===== config.mk =====
export PLATFORM = sky130hd
export DESIGN_NAME = db_arbiter
export DESIGN_NICKNAME = d
export VERILOG_FILES = /design/src/rtl/db_arbiter.sv
export SDC_FILE = /design/constraint.sdc
export NUM_CORES = 1
export LEC_CHECK = 0
export CAP_MARGIN = 20
export CORE_AREA = 2 2 119 121
export DETAILED_ROUTE_END_ITERATION = 6
export DIE_AREA = 0 0 121 123
export GPL_TIMING_DRIVEN = 0
export PLACE_DENSITY = 0.72
export SETUP_SLACK_MARGIN = 0.05
export SLEW_MARGIN = 30
export SYNTH_ARGS = -nofsm -noshare
export SYNTH_HDL_FRONTEND = slang
export SYNTH_SLANG_ARGS = --single-unit

===== constraint.sdc =====
create_clock -name clk -period 2.7 [get_ports clk]
set_input_delay 0.27 -clock clk [delete_from_list [all_inputs] [get_ports clk]]
set_output_delay 0.27 -clock clk [all_outputs]
set_load 0.01 [all_outputs]

===== src/rtl/db_arbiter.sv =====
// rtl/db_arbiter.sv - two-master data bus arbiter, round-robin fair, one slave locked per transaction
// Define DB_ARB_TIMEOUT_EN to build the slave-timeout abort (counter plus mN_err pulses).
`ifndef MEM_ACCESS_T
`define MEM_ACCESS_T [2:0]
`endif
`ifndef MEM_ACCESS_NONE
`define MEM_ACCESS_NONE 3'd0
`endif
`ifndef MEM_LEN
`define MEM_LEN [1:0]
`endif

module db_arbiter #(
    parameter int TIMEOUT_CYCLES = 255,
    parameter int CNT_W          = 8
) (
    input  logic                 clk,
    input  logic                 res,
    input  logic [31:0]          m0_addr,
    input  logic [31:0]          m0_dataOut,
    input  logic `MEM_ACCESS_T   m0_accessType,
    input  logic `MEM_LEN        m0_memLen,
    output logic [31:0]          m0_dataIn,
    output logic                 m0_ready,
    output logic                 m0_err,
    input  logic [31:0]          m1_addr,
    input  logic [31:0]          m1_dataOut,
    input  logic `MEM_ACCESS_T   m1_accessType,
    input  logic `MEM_LEN        m1_memLen,
    output logic [31:0]          m1_dataIn,
    output logic                 m1_ready,
    output logic                 m1_err,
    output logic [31:0]          s_addr,
    output logic [31:0]          s_dataOut,
    output logic `MEM_ACCESS_T   s_accessType,
    output logic `MEM_LEN        s_memLen,
    input  logic [31:0]          s_dataIn,
    input  logic                 s_ready,
    output logic                 owner,
    output logic                 busy
);

    typedef enum logic [1:0] {
        IDLE    = 2'd0,
        BUSY_M0 = 2'd1,
        BUSY_M1 = 2'd2
    } state_t;

    state_t state_q, state_d;
    logic   rr_q, rr_d;
    logic   owner_q, owner_d;
    logic   req0, req1;
    logic   busy_st;
    logic   sel;
    logic   active;
    logic   done;
    logic   timeout;

    // Requests are masked while in reset so the slave port idles immediately.
    always_comb begin
        req0    = res && (m0_accessType != `MEM_ACCESS_NONE);
        req1    = res && (m1_accessType != `MEM_ACCESS_NONE);
        busy_st = (state_q != IDLE);
    end

`ifdef DB_ARB_TIMEOUT_EN
    logic [CNT_W-1:0] cnt_q, cnt_d;

    // cnt_q counts completed BUSY cycles without s_ready; idles at zero outside BUSY.
    always_comb begin
        timeout = busy_st && !s_ready && (cnt_q == CNT_W'(TIMEOUT_CYCLES - 1));
        cnt_d   = (busy_st && !s_ready && !timeout) ? cnt_q + 1'b1 : '0;
    end

    always_ff @(posedge clk or negedge res) begin
        if (!res) cnt_q <= '0;
        else      cnt_q <= cnt_d;
    end
`else
    logic unused_cfg;
    assign unused_cfg = ^{TIMEOUT_CYCLES[0], CNT_W[0]};
    assign timeout    = 1'b0;
`endif

    always_comb begin
        state_d = state_q;
        rr_d    = rr_q;
        owner_d = owner_q;
        sel     = owner_q;
        active  = 1'b0;
        done    = 1'b0;
        case (state_q)
            IDLE: begin
                if (req0 || req1) begin
                    active  = 1'b1;
                    sel     = (req0 && req1) ? rr_q : req1;
                    owner_d = sel;
                    if (s_ready) begin
                        done = 1'b1;
                        rr_d = ~sel;
                    end else begin
                        state_d = sel ? BUSY_M1 : BUSY_M0;
                    end
                end
            end
            BUSY_M0, BUSY_M1: begin
                active = 1'b1;
                sel    = (state_q == BUSY_M1);
                if (s_ready || timeout) begin
                    done    = 1'b1;
                    state_d = IDLE;
                    rr_d    = ~sel;
                end
            end
            default: state_d = IDLE;
        endcase
    end

    always_ff @(posedge clk or negedge res) begin
        if (!res) begin
            state_q <= IDLE;
            rr_q    <= 1'b0;
            owner_q <= 1'b0;
        end else begin
            state_q <= state_d;
            rr_q    <= rr_d;
            owner_q <= owner_d;
        end
    end

    // An aborting transaction withdraws its request from the slave in the same cycle.
    always_comb begin
        s_addr       = '0;
        s_dataOut    = '0;
        s_accessType = `MEM_ACCESS_NONE;
        s_memLen     = '0;
        if (active && !timeout) begin
            if (sel) begin
                s_addr       = m1_addr;
                s_dataOut    = m1_dataOut;
                s_accessType = m1_accessType;
                s_memLen     = m1_memLen;
            end else begin
                s_addr       = m0_addr;
                s_dataOut    = m0_dataOut;
                s_accessType = m0_accessType;
                s_memLen     = m0_memLen;
            end
        end
        owner     = sel;
        busy      = busy_st;
        m0_ready  = done && !sel;
        m1_ready  = done && sel;
        m0_err    = timeout && !sel;
        m1_err    = timeout && sel;
        m0_dataIn = sel ? 32'd0 : s_dataIn;
        m1_dataIn = sel ? s_dataIn : 32'd0;
    end

endmodule


* Word-level counts from Yosys, hierarchy flattened
Cells that the tools add are included.
W data, S select, Z words.
** Operators by class
- Bitwise operators :: 2
- Equality and inequality tests :: 6
- Order comparisons :: 0
- Shift-type cells :: 0
- Reduce and logical (&&, ||, !) cells :: 15
- Mux-type cells :: 27
- Div/mod/pow operators :: 0
- $add $sub $neg :: 0
- $mul :: 0
** Operators with widths (number)
- $mux W32 :: 6
- $mux W2 :: 6
- $mux W1 :: 8
- $ne A2 B2 Y1 const B :: 4
- $pmux W1 S2 :: 4
- $mux W3 :: 2
- $reduce_bool A3 Y1 :: 2
- $logic_and A1 B1 Y1 :: 5
- $pmux W2 S2 :: 1
- $reduce_and A4 Y1 :: 1
- $reduce_bool A2 Y1 :: 2
- $reduce_and A3 Y1 :: 1
- $eq A2 B1 Y1 const B :: 1
- $eq A2 B2 Y1 const B :: 1
- $logic_not A2 Y1 :: 1
- $not A1 Y1 :: 2
- $reduce_or A2 Y1 :: 1
- $logic_not A1 Y1 :: 1
- $logic_or A1 B1 Y1 :: 1
** Word-level totals
- Bits in latches :: 0
- Input port bits :: 173
- Memories :: 0
- RAM bits :: 0
- Bits in registers :: 4
- Memory bits (read-only) :: 0

* Logic depth before layout (Yosys ltp)
- Word-level depth :: 8
- Depth in mapped cells :: 8
- Mapped depth without buffers :: 7

* Least setup slack after synthesis
OpenSTA, ideal clock, no wires.
- Path kind :: register to output
- From :: register state_q[1]
- To :: output port s_accessType[0] in the netlist's numbering
- Arrival :: 1.949 ns
- Setup slack :: 0.481 ns
- Required time :: 2.430 ns
- Stages on the path, launching flop included :: 9
- Path through :: dfrtp_1 > inv_1 > ha_1 > nor4bb_1 > a221oi_1 > o221a_4 > buf_12 > buf_8 > mux2i_1
** RTL lines
- start, declared :: RTL line 49 : state_t state_q, state_d;
- start signal, assigned :: RTL line 125 : state_q <= state_d;
- end, declared :: RTL line 35 : output logic `MEM_ACCESS_T s_accessType,

* Worst setup path in the final report
- From :: register state_q[1]
- To :: output port s_dataOut[30]
** Between the ends
- Cells in the longest elaborated chain, start to end :: 5
- Elaborated cells on any way between the ends :: 8
- Classes of those cells :: eq/ne: 2; mux: 4; reduce/logical: 2
** Ends and longest elaborated chain
- $eq A2 B2 Y1 / $eq A2 B1 Y1 (equally long branches) :: RTL line 92, 108
- $reduce_or A2 Y1 :: RTL line 92 : case (state_q)
- $pmux W1 S2 :: RTL line 92
- $mux W32 :: RTL line 138 : if (sel) begin
- $mux W32 (*) :: RTL line 137 : if (active && !timeout) begin
- end, declared :: RTL line 34 : output logic [31:0] s_dataOut,
Every way passes the cells marked *; elsewhere a longest branch is shown, timed or not.

==> impl_metrics.toml <==
[outcome]
run_status = "finished clean"

[clock_tree]
tritoncts = "built"
htree_num_levels = 1
clk_pin_slew_ns = 0.03
cts_buffer_depth = 2
cts-buffers-inserted = 3
clock-root-buffer = "sky130_fd_sc_hd__clkbuf_16"
cts.sinks = 4
clk_latency_ns = 0.23

[finish]
most_frequent_standard_cell_in_the_layout_excluding_fill_and_tap_cells = "sky130_fd_sc_hd__clkdlybuf4s50_1"
areaGrowthSynthToFinish_pct = 114
mostFrequentLayoutCells = "sky130_fd_sc_hd__clkdlybuf4s50_1, sky130_fd_sc_hd__o211ai_1, sky130_fd_sc_hd__mux2i_1, sky130_fd_sc_hd__and2_1"
antenna-diode-count = 0
drive_above_1_share_pct = 22.2
final_net_count = 884
layout.filler_cells = 1414

[yosys]
post_synth_and_or_nand_nor_area_fraction_pct = 16.7
postSynthRegisterBits = 4
post_synth_num_cell_types = 35
combinational_family_with_the_most_area_after_synthesis = "compound AO/OA/AOI/OAI gates"
post_synth_inst_count = 376
avg_cell_area_syn_um2 = 7.72
synth_xor_area_share_pct = 0
synthMuxAreaShare_pct = 24.5
ys_seq_area_share_pct = 3.45
post_synth_fa_ha_maj_area_fraction_pct = 1.29
count_of_yosys_warnings_during_synthesis = 0
synthesis.area_um2 = 2900
synth_compound_area_share_pct = 40.3

[routing]
via_count = 4406
detailedRoute.firstPassIterationCount = 4
drt-vias-per-instance = 4.97
drc = 0
wl_per_cell_um = 19.1
final_antenna_net_count = 0
drtIter0Drc = 176
drt-total-wl_mm = 17.0

[setup_path]
crit_path_max_fanout = 10
timing.setup.critical_path_class = "reg2out"
cp.required_ns = 2.43
worst_setup_path_start_kind = "flop"
critPathArrivalTime_ns = 2.34
critPathSlowestCell = "sky130_fd_sc_hd__dfrtp_2"
worst_path_largest_cell_delay_ns = 0.42
crit_chain = "buf_4 -> ha_2 -> a221oi_4 -> o221a_4 -> buf_12 -> buf_8 -> mux2i_1 -> dlygate4sd2_1"
worstSetupEndpointType = "output pin"

[die]
io_pins = 312
floorplan.die_area_um2 = 14900
core_um2 = 13600
die_h_um = 123
placementRows = 43
die_w_um = 121
start_util_pct = 21.3

[power]
internal_power_contribution_uw = 3200
power.ir.vdd_worst_v = 0.000352
leakage_uw = 0.00285
p_per_area_nw_per_um2 = 1020
p_clk_share_pct = 3.7
total_power_uw = 6360
p_switching_uw = 3160
seq_power_share_pct = 1.8
power.switching_fraction_pct = 49.7
share_comb_of_total_power_pct = 94.5

[sta]
slew_viol_final = 0
max_clock_freq_mhz = 384
final_min_period_over_clock_period_pct = 96.6
postLayoutSetupSlackWorst_ns = 0.0928
clock-skew-final_ns = 0.0000751
max_slew.worst_pin.slew_ns = 0.516
slew-limit-headroom_pct = 65.2
setup_viol = 0
finalCriticalPeriod_ns = 2.61
unrepaired_setup_endpoints_after_global_routing = "true"
finalHoldViolCount = 0

[run]
max_cap_violations = 0

[placement]
dp_hpwl_mm = 13.5
gp_congestion = 0.880
place_worst_setup_slack_ns = -0.864
port-buffer-count = 309

[hold_path]
holdCritPathClass = "in2async"

[global_route]
number_of_global_route_vias_before_repair = 4326
global_route.overflow_total = 0
grt_util_all_layers_pct = 20.2
grt_first_pass_wirelength_mm = 23.9
grt_antenna_before_repair = 0
grt_start_max_net_pins = 11
-- worst max-delay path, delay by kind of cell (launching register included) --
family	cells	cell delay, ns
buffers and inverters	4	0.73
AOI/OAI and AO/OA	2	0.54
DFF	1	0.42
muxes	1	0.22
adders and majority gates	1	0.19
-- sequential cells by signal (all words and copies together) (netlist names) --
register and flops:
state_q 2, owner_q 1, rr_q 1
-- cells in the mapped netlist --
| cell | count | area (um^2) |
|---|---|---|
| sky130_fd_sc_hd__a21oi_2 | 1 | 8.76 |
| sky130_fd_sc_hd__a221oi_1 | 1 | 8.76 |
| sky130_fd_sc_hd__and2_1 | 64 | 400 |
| sky130_fd_sc_hd__and3_1 | 2 | 12.5 |
| sky130_fd_sc_hd__buf_1 | 1 | 3.75 |
| sky130_fd_sc_hd__buf_12 | 7 | 140 |
| sky130_fd_sc_hd__buf_2 | 3 | 15.0 |
| sky130_fd_sc_hd__buf_4 | 3 | 22.5 |
| sky130_fd_sc_hd__buf_8 | 1 | 15.0 |
| sky130_fd_sc_hd__clkbuf_1 | 47 | 176 |
| sky130_fd_sc_hd__conb_1 | 1 | 3.75 |
| sky130_fd_sc_hd__dfrtp_1 | 4 | 100 |
| sky130_fd_sc_hd__ha_1 | 3 | 37.5 |
| sky130_fd_sc_hd__inv_1 | 5 | 18.8 |
| sky130_fd_sc_hd__inv_2 | 1 | 3.75 |
| sky130_fd_sc_hd__mux2_2 | 1 | 11.3 |
| sky130_fd_sc_hd__mux2i_1 | 70 | 701 |
| sky130_fd_sc_hd__nand2_1 | 5 | 18.8 |
| sky130_fd_sc_hd__nand3_1 | 1 | 5.00 |
| sky130_fd_sc_hd__nor2b_1 | 1 | 6.26 |
| sky130_fd_sc_hd__nor3_1 | 1 | 5.00 |
| sky130_fd_sc_hd__nor3_4 | 1 | 16.3 |
| sky130_fd_sc_hd__nor4bb_1 | 1 | 10.0 |
| sky130_fd_sc_hd__o211a_1 | 1 | 10.0 |
| sky130_fd_sc_hd__o211ai_1 | 138 | 1040 |
| sky130_fd_sc_hd__o211ai_2 | 1 | 12.5 |
| sky130_fd_sc_hd__o21a_1 | 2 | 15.0 |
| sky130_fd_sc_hd__o21ai_0 | 1 | 5.00 |
| sky130_fd_sc_hd__o221a_4 | 1 | 20.0 |
| sky130_fd_sc_hd__o22ai_1 | 1 | 6.26 |
| sky130_fd_sc_hd__o2bb2ai_1 | 2 | 17.5 |
| sky130_fd_sc_hd__o31a_1 | 1 | 8.76 |
| sky130_fd_sc_hd__o41a_1 | 1 | 11.3 |
| sky130_fd_sc_hd__o41ai_1 | 1 | 8.76 |
| sky130_fd_sc_hd__or3_4 | 1 | 11.3 |
-- area by class of cell --
class / instances / area (um^2) / share of cell area, %
Buffer: 62 / 478 / 7.68
Timing Repair Buffer: 326 / 2840 / 45.6
Clock buffer: 3 / 75.1 / 1.21
Multi-Input combinational cell: 305 / 2480 / 39.9
Tap cell: 180 / 225 / 3.62
Inverter: 6 / 25.0 / 0.402
Sequential cell: 4 / 101 / 1.63
-- cells by family (layout without fill, tap and decap cells) --
group / after synthesis / count (layout)
simple gates: 77 / 77
compound gates: 152 / 152
flops: 4 / 4
buf+inv: 68 / 397
mux: 71 / 71
other cells: 1 / 2
fa+ha+maj: 3 / 3
-- power groups by stage --
stage | Sequential, uW | Clock, uW | Combinational (uW)
after floorplan | 105 | 0 | 3420
after global placement | 109 | 0 | 6370
after detailed placement | 112 | 0 | 6450
after CTS | 108 | 232 | 5930
after global routing | 118 | 239 | 6430
final | 114 | 234 | 6010
-- repair_timing --
action	4_1_cts	5_1_grt
pin swaps	3	1
endpoints found under the setup margin	136	97
gates resized for setup	387	38
buffers inserted	11	6
hold buffers	0	0
-- through the flow --
step	area, um^2	TNS (ns)	utilization [%]	hold slack, ns	cells
floorplan	2910	0	-	-0.0256	377
global placement	6220	-53.93	45.7	0.530	866
detailed placement	6220	-61.29	45.7	0.548	866
CTS	6170	0	45.4	0.0719	880
global route	6220	0	45.7	0.111	886
finish	6220	0	45.7	0.0937	886
-- routing by layer --
layer | GRT usage, % | vias up | wire, um | part of all wire, %
met5 | 0 | - | 0 | 0
met4 | 2.33 | 0 | 143 | 0.84
met3 | 3.92 | 13 | 1180 | 6.9
met2 | 36.3 | 178 | 8540 | 50
met1 | 25.8 | 2084 | 7100 | 42
li1 | - | 2131 | - | -
-- final timing paths --
path	start	endpoint	slack (ns)	depth (start not counted)
setup / recovery	state_q[1]	s_dataOut[30]	0.09	8
hold / removal	res	state_q[0]	0.09	1
setup reg to reg	state_q[1]	owner_q	0.96	7
hold reg to reg	rr_q	rr_q	0.55	1
max in group asynchronous	res	state_q[1]	2.27	1
min in group clk	rr_q	rr_q	0.55	1
Note: power is estimated with default switching activity, not from simulation.
